[config.mk]
export PLATFORM = sky130hd
export DESIGN_NAME = wb_stage_unit
export DESIGN_NICKNAME = d
export VERILOG_FILES = /design/src/rtl/core_pkg.sv /design/src/rtl/load_formatter.sv /design/src/rtl/wb_stage_unit.sv
export SDC_FILE = /design/constraint.sdc
export NUM_CORES = 1
export LEC_CHECK = 0
export ABC_AREA = 1
export ABC_CLOCK_PERIOD_IN_PS = 2500
export CAP_MARGIN = 25
export CORE_MARGIN = 5
export CORE_UTILIZATION = 48
export CTS_BUF_LIST = sky130_fd_sc_hd__clkbuf_16
export DETAILED_ROUTE_END_ITERATION = 10
export MAX_ROUTING_LAYER = met4
export PLACE_DENSITY = 0.83
export SLEW_MARGIN = 20
export SYNTH_ARGS = -nofsm -noshare
export SYNTH_HDL_FRONTEND = slang
export SYNTH_HIERARCHICAL = 1
export SYNTH_SLANG_ARGS = --single-unit
[constraint.sdc]
create_clock -name clk -period 2.5 [get_ports clk]
set_input_delay 0.375 -clock clk [delete_from_list [all_inputs] [get_ports clk]]
set_output_delay 0.375 -clock clk [all_outputs]
set_load 0.02 [all_outputs]
[src/rtl/core_pkg.sv]
// core_pkg: shared writeback select encodings, load funct3 codes and default datapath width
package core_pkg;
  localparam int XLEN_DEFAULT = 32;
  typedef enum logic [2:0] {
    WB_ALU = 3'b000,
    WB_MEM = 3'b001,
    WB_PC4 = 3'b010,
    WB_CSR = 3'b011,
    WB_IMM = 3'b100
  } wb_sel_e;
  localparam logic [2:0] LB  = 3'b000;
  localparam logic [2:0] LH  = 3'b001;
  localparam logic [2:0] LW  = 3'b010;
  localparam logic [2:0] LD  = 3'b011;
  localparam logic [2:0] LBU = 3'b100;
  localparam logic [2:0] LHU = 3'b101;
  localparam logic [2:0] LWU = 3'b110;
endpackage

[src/rtl/load_formatter.sv]
// load_formatter: rotates raw word by byte offset (wrapping) then sign/zero-extends per funct3; in data/offset/funct3, out result
module load_formatter import core_pkg::*; #(
  parameter int XLEN = XLEN_DEFAULT,
  parameter int OW = $clog2(XLEN / 8)
) (
  input  logic [XLEN-1:0] data,
  input  logic [OW-1:0]   offset,
  input  logic [2:0]      funct3,
  output logic [XLEN-1:0] result
);
  logic [OW+2:0]   sh;
  logic [XLEN-1:0] rot;
  always_comb begin
    sh = {offset, 3'b000};
    rot = (data >> sh) | (data << (XLEN - int'(sh)));
    result = funct3 == LB  ? XLEN'($signed(rot[7:0])) :
             funct3 == LH  ? XLEN'($signed(rot[15:0])) :
             funct3 == LW  ? XLEN'($signed(rot[31:0])) :
             funct3 == LBU ? XLEN'(rot[7:0]) :
             funct3 == LHU ? XLEN'(rot[15:0]) :
             (funct3 == LD && XLEN == 64) ? rot :
             (funct3 == LWU && XLEN == 64) ? XLEN'(rot[31:0]) : data;
  end
endmodule

[src/rtl/wb_stage_unit.sv]
// wb_stage_unit: registered writeback stage; in_* from memory stage, mem_rsp_* load response, rf_* regfile write, load_busy/pulses to hazard logic
module wb_stage_unit import core_pkg::*; #(
  parameter int XLEN = XLEN_DEFAULT,
  parameter int WB_SEL_W = 3,
  parameter int TIMEOUT_CYC = 255
) (
  input  logic                clk,
  input  logic                rst_n,
  input  logic                in_valid,
  output logic                in_ready,
  input  logic [WB_SEL_W-1:0] in_wb_sel,
  input  logic [4:0]          in_rd,
  input  logic                in_rd_we,
  input  logic [2:0]          in_funct3,
  input  logic [XLEN-1:0]     in_alu,
  input  logic [XLEN-1:0]     in_pc,
  input  logic [XLEN-1:0]     in_csr,
  input  logic [XLEN-1:0]     in_imm,
  input  logic                mem_rsp_valid,
  input  logic [XLEN-1:0]     mem_rsp_data,
  output logic                rf_we,
  output logic [4:0]          rf_waddr,
  output logic [XLEN-1:0]     rf_wdata,
  output logic                load_busy,
  output logic                unexpected_rsp,
  output logic                load_timeout,
  output logic                illegal_sel
);
  localparam int OW = $clog2(XLEN / 8);
  localparam int CW = $clog2(TIMEOUT_CYC + 1);
  localparam logic [CW-1:0] TLAST = CW'(TIMEOUT_CYC - 1);
  localparam logic IDLE = 1'b0;
  localparam logic WAIT_LOAD = 1'b1;
  logic            state;
  logic [CW-1:0]   cnt;
  logic [4:0]      l_rd;
  logic            l_we;
  logic [2:0]      l_f3;
  logic [OW-1:0]   l_off;
  logic [XLEN-1:0] ld_data;
  logic [XLEN-1:0] sel_data;
  logic            is_load;
  logic            sel_bad;
  load_formatter #(.XLEN(XLEN), .OW(OW)) u_fmt (
    .data(mem_rsp_data),
    .offset(l_off),
    .funct3(l_f3),
    .result(ld_data)
  );
  always_comb begin
    in_ready = state == IDLE;
    load_busy = state == WAIT_LOAD;
    is_load = in_wb_sel == WB_SEL_W'(WB_MEM);
    sel_bad = in_wb_sel > WB_SEL_W'(WB_IMM);
    sel_data = in_wb_sel == WB_SEL_W'(WB_ALU) ? in_alu :
               in_wb_sel == WB_SEL_W'(WB_PC4) ? in_pc + XLEN'(4) :
               in_wb_sel == WB_SEL_W'(WB_CSR) ? in_csr :
               in_wb_sel == WB_SEL_W'(WB_IMM) ? in_imm : '0;
  end
  always_ff @(posedge clk or negedge rst_n)
    if (!rst_n) begin
      state <= IDLE;
      cnt <= '0;
      l_rd <= '0;
      l_we <= 1'b0;
      l_f3 <= '0;
      l_off <= '0;
      rf_we <= 1'b0;
      rf_waddr <= '0;
      rf_wdata <= '0;
      unexpected_rsp <= 1'b0;
      load_timeout <= 1'b0;
      illegal_sel <= 1'b0;
    end else begin
      rf_we <= 1'b0;
      load_timeout <= 1'b0;
      illegal_sel <= 1'b0;
      unexpected_rsp <= mem_rsp_valid && state == IDLE;
      if (state == IDLE) begin
        if (in_valid && is_load) begin
          state <= WAIT_LOAD;
          cnt <= '0;
          l_rd <= in_rd;
          l_we <= in_rd_we;
          l_f3 <= in_funct3;
          l_off <= in_alu[OW-1:0];
        end else if (in_valid) begin
          rf_we <= in_rd_we && in_rd != 5'd0;
          rf_waddr <= in_rd;
          rf_wdata <= sel_data;
          illegal_sel <= sel_bad;
        end
      end else if (mem_rsp_valid) begin
        rf_we <= l_we && l_rd != 5'd0;
        rf_waddr <= l_rd;
        rf_wdata <= ld_data;
        state <= IDLE;
      end else if (cnt == TLAST) begin
        load_timeout <= 1'b1;
        state <= IDLE;
      end else
        cnt <= cnt + CW'(1);
    end
endmodule

[Yosys cells after proc, flatten, opt, wreduce, memory -nomap -nowiden]
Cells that the tools add are included.
Word-level totals
  flip-flop bits (word level): 61
  bits in latches: 0
  memory bits (writable): 0
  ROM bits: 0
  bits of input ports: 176
  output and inout bits: 43
  word-level logic and storage cells: 81
  memories kept: 0
Operators by class
  $add $sub $neg: 3
  multipliers: 0
  divide/modulo/power cells: 0
  $lt $le $gt $ge: 1
  equality and inequality tests: 13
  shift-type cells: 2
  multiplexer cells: 35
  bitwise operators: 2
  reductions and logical operators: 13
Operators by type and width (count)
  2-to-1 mux 32 bit: 13
  adder 32 x 3 -> 32 bit, second input constant: 1
  2-to-1 mux 8 bit: 4
  OR 32 bit: 1
  << shifter 32 x 32 -> 32 bit: 1
  >> shifter 32 x 5 -> 32 bit: 1
  2-to-1 mux 5 bit: 4
  2-to-1 mux 1 bit: 14
  nonzero test 5 bit: 2
  equality test 3 x 2 -> 1 bit, second input constant: 3
  equality test 3 bit, second input constant: 3
  adder 8 x 1 -> 8 bit, second input constant: 1
  equality test 8 bit, second input constant: 1
  inequality test 2 bit, second input constant: 4
  subtractor 6 x 5 -> 7 bit, first input constant: 1
  equality test 3 x 1 -> 1 bit, second input constant: 2
  zero test 3 bit: 2
  AND reduction 3 bit: 2
  logical AND 1 bit: 4
  nonzero test 2 bit: 2
  > comparator 3 bit, second input constant: 1
  AND reduction 2 bit: 1
  inverter 1 bit: 1

[Depth between registers and ports, before layout]
  depth in word-level cells: 10
  gate-level depth with buffers: 17
  mapped depth without buffers: 13

[Cells and area by module]
Netlist, hierarchy kept.
By module, submodules not included
  wb_stage_unit: times used 1, cells an instance 763, area an instance 4828.4 µm², seq. area each 1526.5 µm²
  load_formatter: times used 1, cells an instance 374, area an instance 1750.4 µm², seq. area each 0.0 µm²

[Worst setup path after synthesis]
OpenSTA, ideal clock, no wires.
  path type: register -> register
  start point: register l_off[0]
  end point: register rf_wdata[15]
  setup time: 0.065 ns
  arrival: 2.182 ns
  required time: 2.435 ns
  setup slack: 0.253 ns
  stages on the path, launching flop included: 17
  path buffers: 5
  period minus slack after synthesis: 2.247 ns
  cells stage by stage: dfrtp_1 > buf_4 > inv_4 > buf_6 > buf_2 > ha_1 > buf_4 > o21ai_0 > nand2_1 > nand2_1 > nand2_2 > buf_4 > o21ai_0 > nor2_1 > nor2_1 > nand2_1 > nand2_1
On the way
  word-level cells in the longest chain between the ends: 10
  elaborated cells on any way between the ends: 11
  classes of those cells: add/sub: 1; shift: 2; mux: 7; bitwise: 1
RTL lines
  start: declaration: RTL line wb_stage_unit.sv:39  | logic [OW-1:0] l_off;
  start signal: assignment: RTL line wb_stage_unit.sv:86  | l_off <= in_alu[OW-1:0];
  subtractor 6 x 5 -> 7 bit: RTL line load_formatter.sv:15  | rot = (data >> sh) | (data << (XLEN - int'(sh)));
  << shifter 32 x 32 -> 32 bit: RTL line load_formatter.sv:15
  OR 32 bit (*): RTL line load_formatter.sv:15
  2-to-1 mux 32 bit: RTL line load_formatter.sv:20  | funct3 == LHU ? XLEN'(rot[15:0]) :
  2-to-1 mux 32 bit: RTL line load_formatter.sv:19  | funct3 == LBU ? XLEN'(rot[7:0]) :
  2-to-1 mux 32 bit: RTL line load_formatter.sv:18  | funct3 == LW ? XLEN'($signed(rot[31:0])) :
  2-to-1 mux 32 bit: RTL line load_formatter.sv:17  | funct3 == LH ? XLEN'($signed(rot[15:0])) :
  2-to-1 mux 32 bit (*): RTL line load_formatter.sv:16  | result = funct3 == LB ? XLEN'($signed(rot[7:0])) :
  net ld_data[15]: RTL line wb_stage_unit.sv:40  | logic [XLEN-1:0] ld_data;
  2-to-1 mux 32 bit (*): RTL line wb_stage_unit.sv:93  | end else if (mem_rsp_valid) begin
  2-to-1 mux 32 bit (*): RTL line wb_stage_unit.sv:79  | if (state == IDLE) begin
  end signal: assignment: RTL line wb_stage_unit.sv:90  | rf_wdata <= sel_data;
  end signal: assignment: RTL line wb_stage_unit.sv:96  | rf_wdata <= ld_data;
  end: declaration: RTL line wb_stage_unit.sv:23  | output logic [XLEN-1:0] rf_wdata,
Mark *: on every way through the listed nets, which the timed path passes. The rest lies on a longest branch. The select of a mux whose other input is x is not followed.
A chain may end at the register's enable or synchronous reset.

[Worst setup path in the final report]
  start point: register l_off[0]
  end point: register rf_wdata[2]
The elaborated chain is that of the path after synthesis.

==> reports/results.ini <==
[run_status]
status = finished clean

[grt]
use_met1_pct = 41.65
grt.met2_usage_pct = 50.81
grt_pass1_wl_um = 39940
grtUsageMet3_pct = 3.965
grt_max_degree = 59
overflow = 0
first_global_vias = 7771
grt_usage_pct = 31.61
top_usage_layer = met2
antenna_found_initial = 0

[final_layout]
fin_nets = 1519
final_util_pct = 68.73
diodes = 0
syn_to_final_growth_pct = 39.44
design_area_mm2 = 0.009174
layout-drive-gt1-share_pct = 7.818
fillers = 1256

[timing]
tightest_slew_ns = 0.6255
fin_crit_ns = 2.231
setup_violations = 0
period_share_pct = 89.22
hold_violations = 0
drv_slew = 0
skew_ns = 0.007955
maxSlewHeadroom_pct = 58.30
rsz0062_at_grt = no
setup_tns_ns = 0
fmax_mhz = 448.3

[die]
start_util_pct = 49.29
die_h_um = 127.1
die_w_um = 127.1
core_mm2 = 0.01335
ios = 219
fp-row-count = 42
die_area_mm2 = 0.01615

[clocking]
cts_tree = done
clock_tree.buffer_depth = 2
cts_setup_buffers = 0
clk_pin_slew_ns = 0.06
clkLatencyLatePin_ns = 0.33
cts-hold-fix-buffers = 0
htreeDepth = 3
cts_root_buf = clkbuf_16
cts_num_sinks = 61
cts_resized = 0
numCtsBuffers = 9

[routing]
drt-initial-drc-count = 985
wl_per_cell_um = 16.77
drt-vias-per-instance = 5.504
drcViolationCount = 0
wl_um = 25480
first_pass_iters = 6
ant_nets = 0
num_vias = 8361

[place]
hpwl_um = 20350
place_area_mm2 = 0.008866
gp_congestion = 1.033
numPortBuffers = 218

[worst_setup_path]
cp_slowest_cell = dfrtp_1
reg2reg_slack_ns = 0.27
slowest_delay_ns = 0.38
reg2reg_depth = 10
worstPathArrival_ns = 2.44
crit_path_end_kind = flip-flop
path_cells = inv_4, ha_1, buf_4, nor2_2, nor2_2, o21ai_0, o22ai_1, inv_1, a21oi_1, a21oi_1
critPathRequiredTime_ns = 2.71
crit_family = compound AO/OA/AOI/OAI gates
start_kind = flip-flop
cp_max_fo = 8
crit_buf_inv = 3
path_depth = 10
path_class = flip-flop to flip-flop

[synth]
syn_inst = 1137
async_reset_ff_share_pct = 100.0
synth_fp_nets = 1318
ys.flop_type = dfrtp_1
synth_seq_area_share_pct = 23.20
synth_cell_types = 43
synth_area_per_cell_um2 = 5.786
synth.ff_latch_count = 61
yosys_warnings = 6
synth_edf_count = 0
netlist_area_mm2 = 0.006579

[power_and_ir_drop]
vdd_ir_drop_max_uv = 347.2
power_frac_seq_pct = 25.1
pwr-share-comb_pct = 49.6
p_clk_share_pct = 25.3
p_int_uw = 2923
p_per_area_mw_per_mm2 = 549.6
leakage_uw = 0.004428
p_sw_share_pct = 42.02
p_switching_uw = 2118

[job]
max-cap-violations = 0

[min_path]
worstHoldPathType = input port to async pin

metrics by stage:
stage	total power, uW	hold WS, ns	cells	setup slack [ns]
5_1_grt	5328	0.1004	1519	0.1828
3_3_place_gp	3719	0.4131	1503	0.1378
4_1_cts	5024	0.06029	1519	0.3319
2_1_floorplan	2698	0.07941	1137	0.2526
6_report	5041	0.04795	1519	0.2694
3_5_place_dp	3734	0.4175	1503	0.1277
state kept, by name, indices dropped and copies added (netlist names), 2 cells and up:
signal,cells
cnt,8
l_f3,3
l_off,2
l_rd,5
rf_waddr,5
rf_wdata,32
path summary, 6_finish.rpt:
| path | from | end |
|---|---|---|
| max | l_off[0] | rf_wdata[2] |
| min | rst_n | illegal_sel |
| max reg2reg | l_off[0] | rf_wdata[2] |
| min reg2reg | rf_wdata[14] | rf_wdata[14] |
| max in group asynchronous | rst_n | rf_wdata[23] |
| min in group clk | rf_wdata[14] | rf_wdata[14] |
Yosys cell counts, types with 6 or more instances:
| master | n | area [um2] |
|---|---|---|
| nand3_1 | 121 | 605.6 |
| buf_4 | 14 | 105.1 |
| o21ai_2 | 6 | 52.55 |
| buf_6 | 6 | 67.56 |
| buf_2 | 28 | 140.1 |
| o21ai_0 | 50 | 250.2 |
| o21ai_1 | 17 | 85.08 |
| o22ai_1 | 8 | 50.05 |
| nor2_2 | 9 | 56.30 |
| a31oi_1 | 7 | 43.79 |
| nor3_1 | 9 | 45.04 |
| nand2_2 | 11 | 68.82 |
| a21oi_1 | 41 | 205.2 |
| nor2_4 | 9 | 101.4 |
| dfrtp_1 | 61 | 1526 |
| nand2_1 | 389 | 1460 |
| nand4_1 | 42 | 262.8 |
| nor2_1 | 126 | 473.0 |
| inv_2 | 7 | 26.28 |
| inv_1 | 122 | 457.9 |
| nand2_4 | 6 | 67.56 |
worst register-to-register path: stages (launching register included):
cell and delay [ns]:
dfrtp_1 0.38, inv_4 0.06, ha_1 0.36, buf_4 0.20
nor2_2 0.06, nor2_2 0.33, o21ai_0 0.15, o22ai_1 0.22
inv_1 0.10, a21oi_1 0.18, a21oi_1 0.08
cell type report:
cell class              instances  area (um2)  area share (%)
clock buffers                   9       225.2           2.455
clock inverters                 7       82.58          0.9002
inverters                     132       505.5           5.510
multi-input cells             889        4197           45.74
flip-flops and latches         61        1526           16.64
well taps                     176       220.2           2.400
repair buffers                245        2417           26.35
per-layer routing:
metal | wire [um] | vias to the layer above
li1 | - | 4054
met1 | 10900 | 3833
met2 | 11920 | 412
met3 | 1807 | 62
met4 | 854 | 0
met5 | 0 | -
placed cells by master (no fill, tap or decap), types with 7 or more instances in the layout:
| master | n |
|---|---|
| nand2_1 | 389 |
| clkdlybuf4s50_1 | 217 |
| nor2_1 | 126 |
| inv_1 | 121 |
| nand3_1 | 121 |
| dfrtp_1 | 61 |
| o21ai_0 | 50 |
| nand4_1 | 42 |
| a21oi_1 | 41 |
| buf_4 | 24 |
| o21ai_1 | 17 |
| nand2_2 | 11 |
| nor2_4 | 9 |
| nor3_1 | 9 |
| nor2_2 | 9 |
| clkbuf_16 | 9 |
| inv_2 | 8 |
| o22ai_1 | 8 |
| a31oi_1 | 7 |
power groups by stage:
stage	logic, uW	clock network, uW	registers, uW
after CTS	2470	1290	1260
after detailed placement	2450	0	1280
final	2500	1280	1270
after global routing	2710	1330	1280
after global placement	2440	0	1280
after floorplan	1310	0	1390
cell families after synthesis:
kind of cell    after synthesis  share of synthesized area [%]
simple gates                739                          50.38
buf+inv                     187                          13.01
compound gates              140                          11.79
flops                        61                          23.20
xor+xnor                      5                         0.6656
fa+ha+maj                     5                         0.9509
Power figures use the tool's default switching activity.
